### config.mk
export PLATFORM = sky130hd
export DESIGN_NAME = l2cache_plru_tree
export DESIGN_NICKNAME = d
export VERILOG_FILES = /design/src/rtl/l2cache_plru_tree.sv
export SDC_FILE = /design/constraint.sdc
export NUM_CORES = 1
export LEC_CHECK = 0
export ABC_AREA = 1
export CAP_MARGIN = 15
export CORE_MARGIN = 3
export CORE_UTILIZATION = 45
export DETAILED_ROUTE_END_ITERATION = 10
export PLACE_DENSITY = 0.65
export SYNTH_ARGS = -nofsm -noshare
export SYNTH_HDL_FRONTEND = slang
export SYNTH_SLANG_ARGS = --single-unit
export TNS_END_PERCENT = 30
### constraint.sdc
create_clock -name clk -period 1.8 [get_ports clk]
set_input_delay 0.45 -clock clk [delete_from_list [all_inputs] [get_ports clk]]
set_output_delay 0.45 -clock clk [all_outputs]
set_load 0.02 [all_outputs]
### src/rtl/l2cache_plru_tree.sv
// Tree-PLRU victim selector for the L2: WAY-1 tree bits per set, invalid-way priority,
// registered victim with same-cycle update forwarding. Way locking enabled by L2_PLRU_LOCK_EN.
module l2cache_plru_tree #(
   parameter int SET_W = 4,
   parameter int WAY   = 4,
   parameter int WAY_W = 2
) (
   input  logic             clk,
   input  logic             rstn,
   input  logic             lkp_valid,
   input  logic [SET_W-1:0] lkp_set,
   input  logic [WAY-1:0]   lkp_vmask,
`ifdef L2_PLRU_LOCK_EN
   input  logic [WAY-1:0]   lkp_lock,
`endif
   input  logic             upd_valid,
   input  logic [SET_W-1:0] upd_set,
   input  logic [WAY_W-1:0] upd_way,
   output logic             vic_valid,
   output logic [WAY_W-1:0] vic_way,
   output logic             vic_fail
);

   localparam int SETS = 1 << SET_W;

   // Handshake: lkp_valid is sampled at a rising edge; vic_valid pulses for exactly the next
   // cycle with vic_way/vic_fail. No backpressure, so a new lookup may be issued every cycle.

   logic [WAY-2:0]   r_tree [SETS];
   logic             r_vic_valid;
   logic [WAY_W-1:0] r_vic_way;

   logic [WAY-1:0]   w_lock;
   logic             w_fwd_hit;
   logic [WAY-2:0]   w_cur_tree;
   logic [WAY-2:0]   w_sel_tree;
   logic [WAY-1:0]   w_elig_inv;
   logic             w_inv_found;
   logic [WAY_W-1:0] w_inv_way;
   logic [WAY_W-1:0] w_walk_way;
   logic             w_all_locked;
   logic [WAY_W-1:0] w_next_way;

   // Every node on the path to w is made to point at the other subtree.
   function automatic logic [WAY-2:0] f_update(input logic [WAY-2:0] t,
                                               input logic [WAY_W-1:0] w);
      logic [WAY-2:0] r;
      logic           b;
      int             node;
      r    = t;
      node = 0;
      for (int l = 0; l < WAY_W; l++) begin
         b       = w[WAY_W-1-l];
         r[node] = ~b;
         node    = 2 * node + 1 + int'(b);
      end
      return r;
   endfunction

   // Walk from the root; a subtree whose leaves are all locked is skipped for its sibling.
   function automatic logic [WAY_W-1:0] f_walk(input logic [WAY-2:0] t,
                                               input logic [WAY-1:0] lock);
      logic [WAY_W-1:0] path;
      logic             dir;
      logic             all_lk;
      int               node;
      int               sh;
      path = '0;
      node = 0;
      for (int l = 0; l < WAY_W; l++) begin
         dir               = t[node];
         path[WAY_W-1-l]   = dir;
         sh                = WAY_W - 1 - l;
         all_lk            = 1'b1;
         for (int w = 0; w < WAY; w++) begin
            if (((w >> sh) == (int'(path) >> sh)) && !lock[w]) all_lk = 1'b0;
         end
         if (all_lk) begin
            dir             = ~dir;
            path[WAY_W-1-l] = dir;
         end
         node = 2 * node + 1 + int'(dir);
      end
      return path;
   endfunction

`ifdef L2_PLRU_LOCK_EN
   assign w_lock = lkp_lock;
`else
   assign w_lock = '0;
`endif

   assign w_fwd_hit    = upd_valid && (upd_set == lkp_set);
   assign w_cur_tree   = r_tree[lkp_set];
   assign w_sel_tree   = w_fwd_hit ? f_update(w_cur_tree, upd_way) : w_cur_tree;
   assign w_elig_inv   = ~lkp_vmask & ~w_lock;
   assign w_all_locked = &w_lock;
   assign w_walk_way   = f_walk(w_sel_tree, w_lock);

   always_comb begin
      w_inv_found = 1'b0;
      w_inv_way   = '0;
      for (int w = WAY - 1; w >= 0; w--) begin
         if (w_elig_inv[w]) begin
            w_inv_found = 1'b1;
            w_inv_way   = WAY_W'(w);
         end
      end
   end

   always_comb begin
      w_next_way = w_walk_way;
      if (w_inv_found)       w_next_way = w_inv_way;
      else if (w_all_locked) w_next_way = '0;
   end

   always_ff @(posedge clk or negedge rstn) begin
      if (!rstn) begin
         for (int s = 0; s < SETS; s++) r_tree[s] <= '0;
         r_vic_valid <= 1'b0;
         r_vic_way   <= '0;
      end else begin
         if (upd_valid) r_tree[upd_set] <= f_update(r_tree[upd_set], upd_way);
         r_vic_valid <= lkp_valid;
         if (lkp_valid) r_vic_way <= w_next_way;
      end
   end

   assign vic_valid = r_vic_valid;
   assign vic_way   = r_vic_way;

`ifdef L2_PLRU_LOCK_EN
   logic r_vic_fail;
   always_ff @(posedge clk or negedge rstn) begin
      if (!rstn)          r_vic_fail <= 1'b0;
      else if (lkp_valid) r_vic_fail <= w_all_locked && !w_inv_found;
   end
   assign vic_fail = r_vic_fail;
`else
   assign vic_fail = 1'b0;
`endif

endmodule

==> summary.txt, run 1 <==
WP buf/inv: 1
CP max FO: 2
Setup slack, reg-to-reg: 0.34 ns
Clock Skew: 0.01065 ns
Delay-heaviest family, CP: buffers and inverters
Die ar.: 0.008140 mm²
PortBufs: 20
Worst Reg2Reg Path Length in Cells: 7
RSZ-0062 raised after global routing: true
Grt ovf: 0
Worst-path clk slew: 0.09 ns
Initial core utilization: 0.4672
Row cnt: 30
CP max stage delay: 0.61 ns
Crit Path Class: reg -> out
Final Power: 0.003353 W
Synth Cell Area: 0.003192 mm²
Final min period: 1.732 ns
Clk_lat worst skew: 0.31 ns
Layout cells sized above 1: 0.1753
Critical Path, Cell by Cell: clkdlybuf4s50_1
Number of max-cap violations: 0
Worst setup SP type: register
Syn avg cell area: 6.939 µm²
CTS buffer count: 5
Fill count: 662
ANT nets after route: 0
Placeable Area: 0.006832 mm²
Initial antenna violation count: 0
Pwr per Cell Area: 839.6 mW/mm²
Antenna diode count: 0
Vias/cell: 5.059
Critical Path Sink Type: output pin
Cell variety after synth: 32
Final setup viols: 0
Via count: 3111
I/O Pins: 22
Die Wd: 90.22 µm
Vias in the first global route: 2974
Pin count of the biggest net entering global routing: 52
Post-CTS Hold Buffers: 0
Layout Nets: 536
Synth Instances: 460
Leakage: 1.995 nW
Post-DP HPWL: 6540 µm
Max clock buf depth: 2
Crit path from: vic_way[1]
WP depth: 1
Worst Path Arrival: 1.28 ns
Remaining DRCs: 0
Crit path capture: vic_way[1]
Seq/Total Area, Yosys: 0.3998
Register bit total from synthesis: 51
Routed length per placed instance: 14.96 µm
CTS sink cnt: 51
Vert. Die Dim: 90.22 µm
Slowest CP cell: clkdlybuf4s50_1
Synth warnings: 0
Hold WC Path Type: in -> async
GRT Total Usage: 0.2313
Final period util: 0.9622
Final GP Congestion: 0.9182
Fmax: 577.4 MHz
Synth Net Count: 478
Max-slew violations: 0
Final wirelength: 9198 µm
H-tree levels: 2
Final core area utilization: 0.5846
Global-route wire length before repair: 15050 µm
Peak supply drop: 365.3 µV
Critical R2R Capture: r_tree[28]
Status: finished clean
Root Driver: clkbuf_8
TritonCTS clock tree: built
Initial DRC Count: 191
Drt pass-1 iters: 5
Data required, critical path: 1.35 ns
Final Hold Viols: 0
Area delta synth->final: 25.13%
R2R Path Start: r_tree[1]
-- metal layers --
metal,vias to the layer above,part of all wire,track usage,wire length [µm]
met4,0,0.014,0.06122,131
met2,106,0.47,0.3790,4357
met5,-,0,0,0
met3,13,0.058,0.04184,529
met1,1439,0.45,0.3156,4179
li1,1553,-,-,-
-- synthesized netlist by cell type, drive strengths merged --
cell type | instances | share of area
a21oi | 4 | 0.0086
a22oi | 2 | 0.0063
and3 | 2 | 0.0071
buf | 8 | 0.023
clkbuf | 6 | 0.0071
clkinv | 2 | 0.0027
conb | 1 | 0.0012
dfrtp | 51 | 0.40
inv | 80 | 0.094
nand2 | 151 | 0.18
nand3 | 68 | 0.13
nand4 | 2 | 0.0039
nor2 | 34 | 0.043
nor3 | 2 | 0.0031
nor3b | 1 | 0.0024
o211ai | 4 | 0.0094
o21ai | 30 | 0.047
o221ai | 2 | 0.0055
o22ai | 9 | 0.018
xnor2 | 1 | 0.0027
-- cell families after synthesis --
| kind of cell | synth area share |
|---|---|
| buffers and inverters | 0.1266 |
| xor gates and xnor gates | 0.002745 |
| AOI/OAI and AO/OA | 0.09448 |
| other | 0.001175 |
| and+or+nand+nor | 0.3751 |
| DFF | 0.3998 |
-- state kept, by name, summed over array words and instances, names as in the netlist --
signal and count:
r_tree 48, vic_way 2, vic_valid 1
-- cell usage in the layout (no fill, tap or decap), types with 5 or more instances in the layout --
master	n
nand2_1	147
inv_1	75
nand3_1	51
dfrtp_1	51
buf_4	36
nor2_1	30
o21ai_0	24
nand3_2	17
clkdlybuf4s50_1	16
o22ai_1	9
o21ai_1	6
clkbuf_8	6
inv_2	5
-- final cells by class --
cell class / instances / area, µm² / share of cell area
Multi-Input combinational cell: 315 / 1595 / 0.3994
Sequential cell: 51 / 1276 / 0.3195
Inverter: 82 / 309.0 / 0.07738
Tap cell: 96 / 120.1 / 0.03008
Clock buffer: 6 / 82.58 / 0.02068
Timing Repair Buffer: 63 / 575.6 / 0.1441
Clock inverter: 2 / 35.03 / 0.008772
-- where the power goes --
| group | switching (W) | internal [W] | total [W] |
|---|---|---|---|
| Clock | 0.000396 | 0.000451 | 0.000847 |
| Combinational | 0.000604 | 0.000379 | 0.000983 |
| Sequential | 0.000133 | 0.00139 | 0.00152 |
| Total | 0.00113 | 0.00222 | 0.00335 |
-- repair_timing --
| action | in CTS | in global routing |
|---|---|---|
| buffers inserted | 4 | 0 |
| gates cloned | 2 | 0 |
| setup endpoints to repair | 34 | 6 |
| pin swaps | 5 | 0 |
| resized for setup | 10 | 7 |
-- through the flow --
stage	hold slack, ns	setup WS (ns)	setup TNS, ns	area [µm²]	cells
floorplan	0.1544	0.2717	0	3192	460
global placement	0.4640	-0.4828	-17.72	3755	601
detailed placement	0.4652	-0.4900	-17.99	3755	601
CTS	0.1302	0.02528	0	3971	615
global route	0.1375	-0.01032	-0.02033	3994	615
finish	0.1009	0.06803	0	3994	615
-- worst min-delay path by stage --
stage	end	depth (start not counted)
floorplan	r_tree[0]	0
global placement	vic_way[0]	2
detailed placement	vic_valid	2
CTS	vic_valid	2
global route	vic_valid	2
finish	r_tree[30]	2
Power figures use the tool's default switching activity.
==> run 2, diff against run 1 <==
==> constraint.sdc (replaced) <==
create_clock -name clk -period 2.1 [get_ports clk]
set_input_delay 0.525 -clock clk [delete_from_list [all_inputs] [get_ports clk]]
set_output_delay 0.525 -clock clk [all_outputs]
set_load 0.02 [all_outputs]
==> run 2 against run 1 <==
Net effect:
- clock skew is essentially flat
- critical path type is now in -> reg
- register-to-register slack better by 0.28 ns
- routed wire length up 1.8%
- setup slack is essentially flat
- non-clock buffer count is 1 lower
- largest power group unchanged
- hold slack improved by 0.059 ns
==> summary.txt, run 2 (synthesis gave the netlist of run 1 again) <==
Setup TNS: 0 ns
Layout cells sized above 1: 0.1625
Die ar.: 0.008140 mm²
Worst Reg2Reg Path Length in Cells: 6
I/O Pins: 22
Pin count of the biggest net entering global routing: 28
Max reg flops: 48
Worst Path Arrival: 2.29 ns
Row cnt: 30
PortBufs: 20
Setup slack, reg-to-reg: 0.62 ns
H-tree levels: 2
Data required, critical path: 2.36 ns
CP max FO: 8
Largest Register: r_tree
Switch share: 0.3477
Status: finished clean
Most frequent cells in the layout: nand2_1 (147), inv_1 (76), nand3_1 (52)
Initial antenna violation count: 0
Crit Path Class: in -> reg
Post-CTS Hold Buffers: 0
WP buf/inv: 4
Worst-path clk slew: 0.10 ns
Worst hold slack: 0.1600 ns
Final period util: 0.9678
Routed length per placed instance: 15.28 µm
GRT Total Usage: 0.2375
Critical Path, Cell by Cell: clkdlybuf4s50_1 -> buf_4 -> nor2_2 -> clkinv_2 -> o221ai_1 -> a21oi_2 -> buf_4 -> nand2_4 -> nand3_1 -> nand2_1
Hold WC Path Type: in -> async
R2R Path Start: r_tree[2]
WP depth: 10
Root Driver: clkbuf_8
Layout Nets: 534
Final Hold Viols: 0
Number of max-cap violations: 0
Via count: 3116
Final setup viols: 0
Critical R2R Capture: r_tree[29]
Drt pass-1 iters: 5
Delay-heaviest family, CP: buffers and inverters
Grt ovf: 0
Final core area utilization: 0.5698
Global-route wire length before repair: 15450 µm
Placed cells: 602
Worst setup SP type: input pin
Clock power frac: 0.233
Post-DP HPWL: 6910 µm
Area delta synth->final: 21.95%
Max-slew violations: 0
ANT nets after route: 0
TritonCTS clock tree: built
Most common cell after layout, fill and taps aside: nand2_1
CTS buffer count: 5
Logic pwr share: 0.295
Filler-free cell count of the finished design: 613
Die Wd: 90.22 µm
Initial core utilization: 0.4672
Remaining DRCs: 0
Leakage: 1.957 nW
Slowest CP cell: clkdlybuf4s50_1
Int Power: 0.001800 W
Clock Skew: 0.01064 ns
Fmax: 492.1 MHz
Final min period: 2.032 ns
Placeable Area: 0.006832 mm²
Sequential power share: 0.472
Cell repeated most along the worst path: buf_4
Vias/cell: 5.083
Initial DRC Count: 208
Antenna diode count: 0
Clk_lat worst skew: 0.31 ns
Critical Path Sink Type: register
Final Power: 0.002759 W
CP max stage delay: 0.46 ns
Pwr per Cell Area: 708.8 mW/mm²
Vias in the first global route: 3170
Final GP Congestion: 0.9039
Vert. Die Dim: 90.22 µm
CTS sink cnt: 51
Final wirelength: 9366 µm
Peak supply drop: 393.5 µV
P_sw: 0.0009591 W
Max clock buf depth: 2
-- run 2: power groups by stage --
stage          logic (W)  registers, W  clock network [W]
5_1_grt         0.000923       0.00133           0.000695
3_3_place_gp    0.000767       0.00132                  0
3_5_place_dp    0.000783       0.00132                  0
2_1_floorplan   0.000532       0.00129                  0
6_report        0.000814       0.00130           0.000642
4_1_cts         0.000787       0.00130           0.000657
-- run 2: worst max-delay path by stage --
stage,start,end
global route,upd_set[0],r_tree[28]
CTS,upd_set[0],r_tree[19]
finish,upd_set[0],r_tree[4]
detailed placement,upd_set[0],r_tree[19]
floorplan,upd_set[1],r_tree[28]
global placement,upd_set[0],r_tree[19]
-- run 2: metrics by stage --
step	worst slack, ns	area (µm²)
3_3_place_gp	-0.2225	3737
2_1_floorplan	0.4967	3192
3_5_place_dp	-0.2475	3737
4_1_cts	0.08087	3841
5_1_grt	-0.02274	3892
6_report	0.06771	3892
-- run 2: repair_timing --
| action | CTS | global route |
|---|---|---|
| endpoints found under the setup margin | 0 | 27 |
| resized for setup | 0 | 4 |
| buffers inserted | 0 | 2 |
-- run 2: cell type report --
class                      instances  area [µm²]
tap                               96       120.1
multi-input combinational        314        1545
fill                             668        2939
sequential                        51        1276
clock inverter                     1       7.507
timing repair buffer              62       538.0
clock buffer                       7       96.34
inverter                          82       309.0
-- run 2: layer usage --
layer  global-route usage  wire length, µm  vias up
met1               0.3161             4193     1455
met2               0.3833             4477       90
met4              0.08929              239        0
li1                     -                -     1553
met5                    0                0        -
met3              0.04603              456       18
==> run 3, diff against run 2 <==
--- a/config.mk
+++ b/config.mk
@@ -6,11 +6,13 @@
 export NUM_CORES = 1
 export LEC_CHECK = 0
 export ABC_AREA = 1
+export ABC_CLOCK_PERIOD_IN_PS = 2100
 export CAP_MARGIN = 15
 export CORE_MARGIN = 3
 export CORE_UTILIZATION = 45
 export DETAILED_ROUTE_END_ITERATION = 10
-export PLACE_DENSITY = 0.65
+export DONT_BUFFER_PORTS = 1
+export PLACE_DENSITY = 0.61
 export SYNTH_ARGS = -nofsm -noshare
 export SYNTH_HDL_FRONTEND = slang
 export SYNTH_SLANG_ARGS = --single-unit
==> run 3 against run 2 <==
Net effect:
- global-route usage fell by 2.6 points
- power down 9.1%
- count of clock-buffer cells in the layout down 1
- critical path type is now reg -> reg
- die area unchanged
==> summary.txt, run 3 (synthesis gave the netlist of run 1 again) <==
Via count: 2881
H-tree levels: 2
Sequential power share: 0.524
Peak supply drop: 322.0 µV
Switch share: 0.3412
CP max stage delay: 0.41 ns
Remaining DRCs: 0
Initial core utilization: 0.4672
GRT Total Usage: 0.2117
I/O Pins: 22
Most common cell after layout, fill and taps aside: nand2_1
CTS resizes: 0
Critical Path Sink Type: register
TritonCTS clock tree: built
Final min period: 1.552 ns
Max-slew violations: 0
Vert. Die Dim: 90.22 µm
CP max FO: 16
Final core area utilization: 0.4910
Global-route wire length before repair: 13800 µm
Antenna diode count: 0
Max clock buf depth: 2
Post-CTS Setup Inserts: 0
Post-DP HPWL: 6038 µm
Status: finished clean
Largest Register: r_tree
ANT nets after route: 0
Most frequent cells in the layout: nand2_1 (147), inv_1 (76), nand3_1 (52)
Placed cell areas: 0.003254 mm²
Worst setup SP type: register
Post-CTS Hold Buffers: 1
Die ar.: 0.008140 mm²
CTS sink cnt: 51
Initial antenna violation count: 0
Area delta synth->final: 5.096%
CTS buffer count: 5
Clock power frac: 0.211
Final Power: 0.002508 W
Die Wd: 90.22 µm
Layout Nets: 477
Layout cells sized above 1: 0.09389
Final setup viols: 0
Clk_lat worst skew: 0.30 ns
Vias/cell: 5.200
RSZ-0062 raised after global routing: false
Worst-path clk slew: 0.09 ns
Pwr per Cell Area: 747.6 mW/mm²
Placeable Area: 0.006832 mm²
Data required, critical path: 2.29 ns
Grt ovf: 0
Hold WC Path Type: in -> async
Slowest CP cell: dfrtp_1
Worst hold slack: 0.06763 ns
Drt pass-1 iters: 5
Pin count of the biggest net entering global routing: 52
Final wirelength: 8401 µm
Crit Path Class: reg -> reg
Int Power: 0.001652 W
Critical Path, Cell by Cell: inv_1 -> o21ai_0 -> o21ai_0 -> and3_4 -> nand2_4 -> nand3_1 -> nand2_1
Setup TNS: 0 ns
Worst Path Arrival: 1.74 ns
Row cnt: 30
Leakage: 1.661 nW
Final period util: 0.7390
Initial DRC Count: 179
Routed length per placed instance: 15.16 µm
Fmax: 644.4 MHz
Clock Skew: 0.007858 ns
Design area: 0.003354 mm²
Root Driver: clkbuf_8
Max reg flops: 48
Vias in the first global route: 2694
Final GP Congestion: 0.9876
Logic pwr share: 0.265
PortBufs: 0
P_sw: 0.0008557 W
Final Hold Viols: 0
Cell repeated most along the worst path: o21ai_0
Number of max-cap violations: 0
run 3: changes by cell type in the layout (fill, tap and decap cells not counted), sizes merged:
| cell | change |
|---|---|
| nand2 | -1 |
| dlymetal6s2s | -1 |
| buf | -37 |
| clkdlybuf4s50 | -18 |
| clkbuf | -1 |
| clkinvlp | -1 |
run 3: area by class of cell:
type | instances | area, µm²
Inverter | 82 | 309.0
Fill cell | 703 | 3477
Sequential cell | 51 | 1276
Multi-Input combinational cell | 313 | 1511
Clock buffer | 6 | 72.57
Timing Repair Buffer | 6 | 65.06
Tap cell | 96 | 120.1
run 3: per-layer routing:
layer  vias to the layer above  global-route usage  share of wire
li1                       1434                   -              -
met1                      1330              0.2964           0.46
met2                       101              0.3354           0.45
met3                        16             0.04184          0.067
met4                         0             0.05612          0.016
met5                         -                   0              0
run 3: worst max-delay path, delay by kind of cell, from the launching register on:
kind            cells  cell delay [ns]
simple gates        4             0.61
buf+inv             1             0.07
flops               1             0.41
compound gates      2             0.35
run 3: power groups by stage:
| stage | Sequential (W) | Clock [W] | Combinational [W] |
|---|---|---|---|
| final | 0.00131 | 0.000528 | 0.000665 |
| after global routing | 0.00134 | 0.000593 | 0.000764 |
| after CTS | 0.00131 | 0.000544 | 0.000667 |
| after detailed placement | 0.00133 | 0 | 0.000638 |
| after global placement | 0.00133 | 0 | 0.000629 |
| after floorplan | 0.00129 | 0 | 0.000532 |
run 3: metrics by stage:
step	setup slack, ns	instances
2_1_floorplan	0.4967	460
3_5_place_dp	0.2821	547
6_report	0.5481	554
4_1_cts	0.5937	554
3_3_place_gp	0.3124	547
5_1_grt	0.4184	554
run 3: final timing paths:
kind                       cells after the start         end  slack [ns]       start
setup / recovery                               7  r_tree[22]        0.55  r_tree[25]
hold / removal                                 1  r_tree[24]        0.07        rstn
setup reg to reg                               7  r_tree[22]        0.55  r_tree[25]
hold reg to reg                                2  r_tree[13]        0.49  r_tree[13]
max in group asynchronous                      1  r_tree[46]        1.81        rstn
min in group clk                               0   vic_valid        0.24   lkp_valid
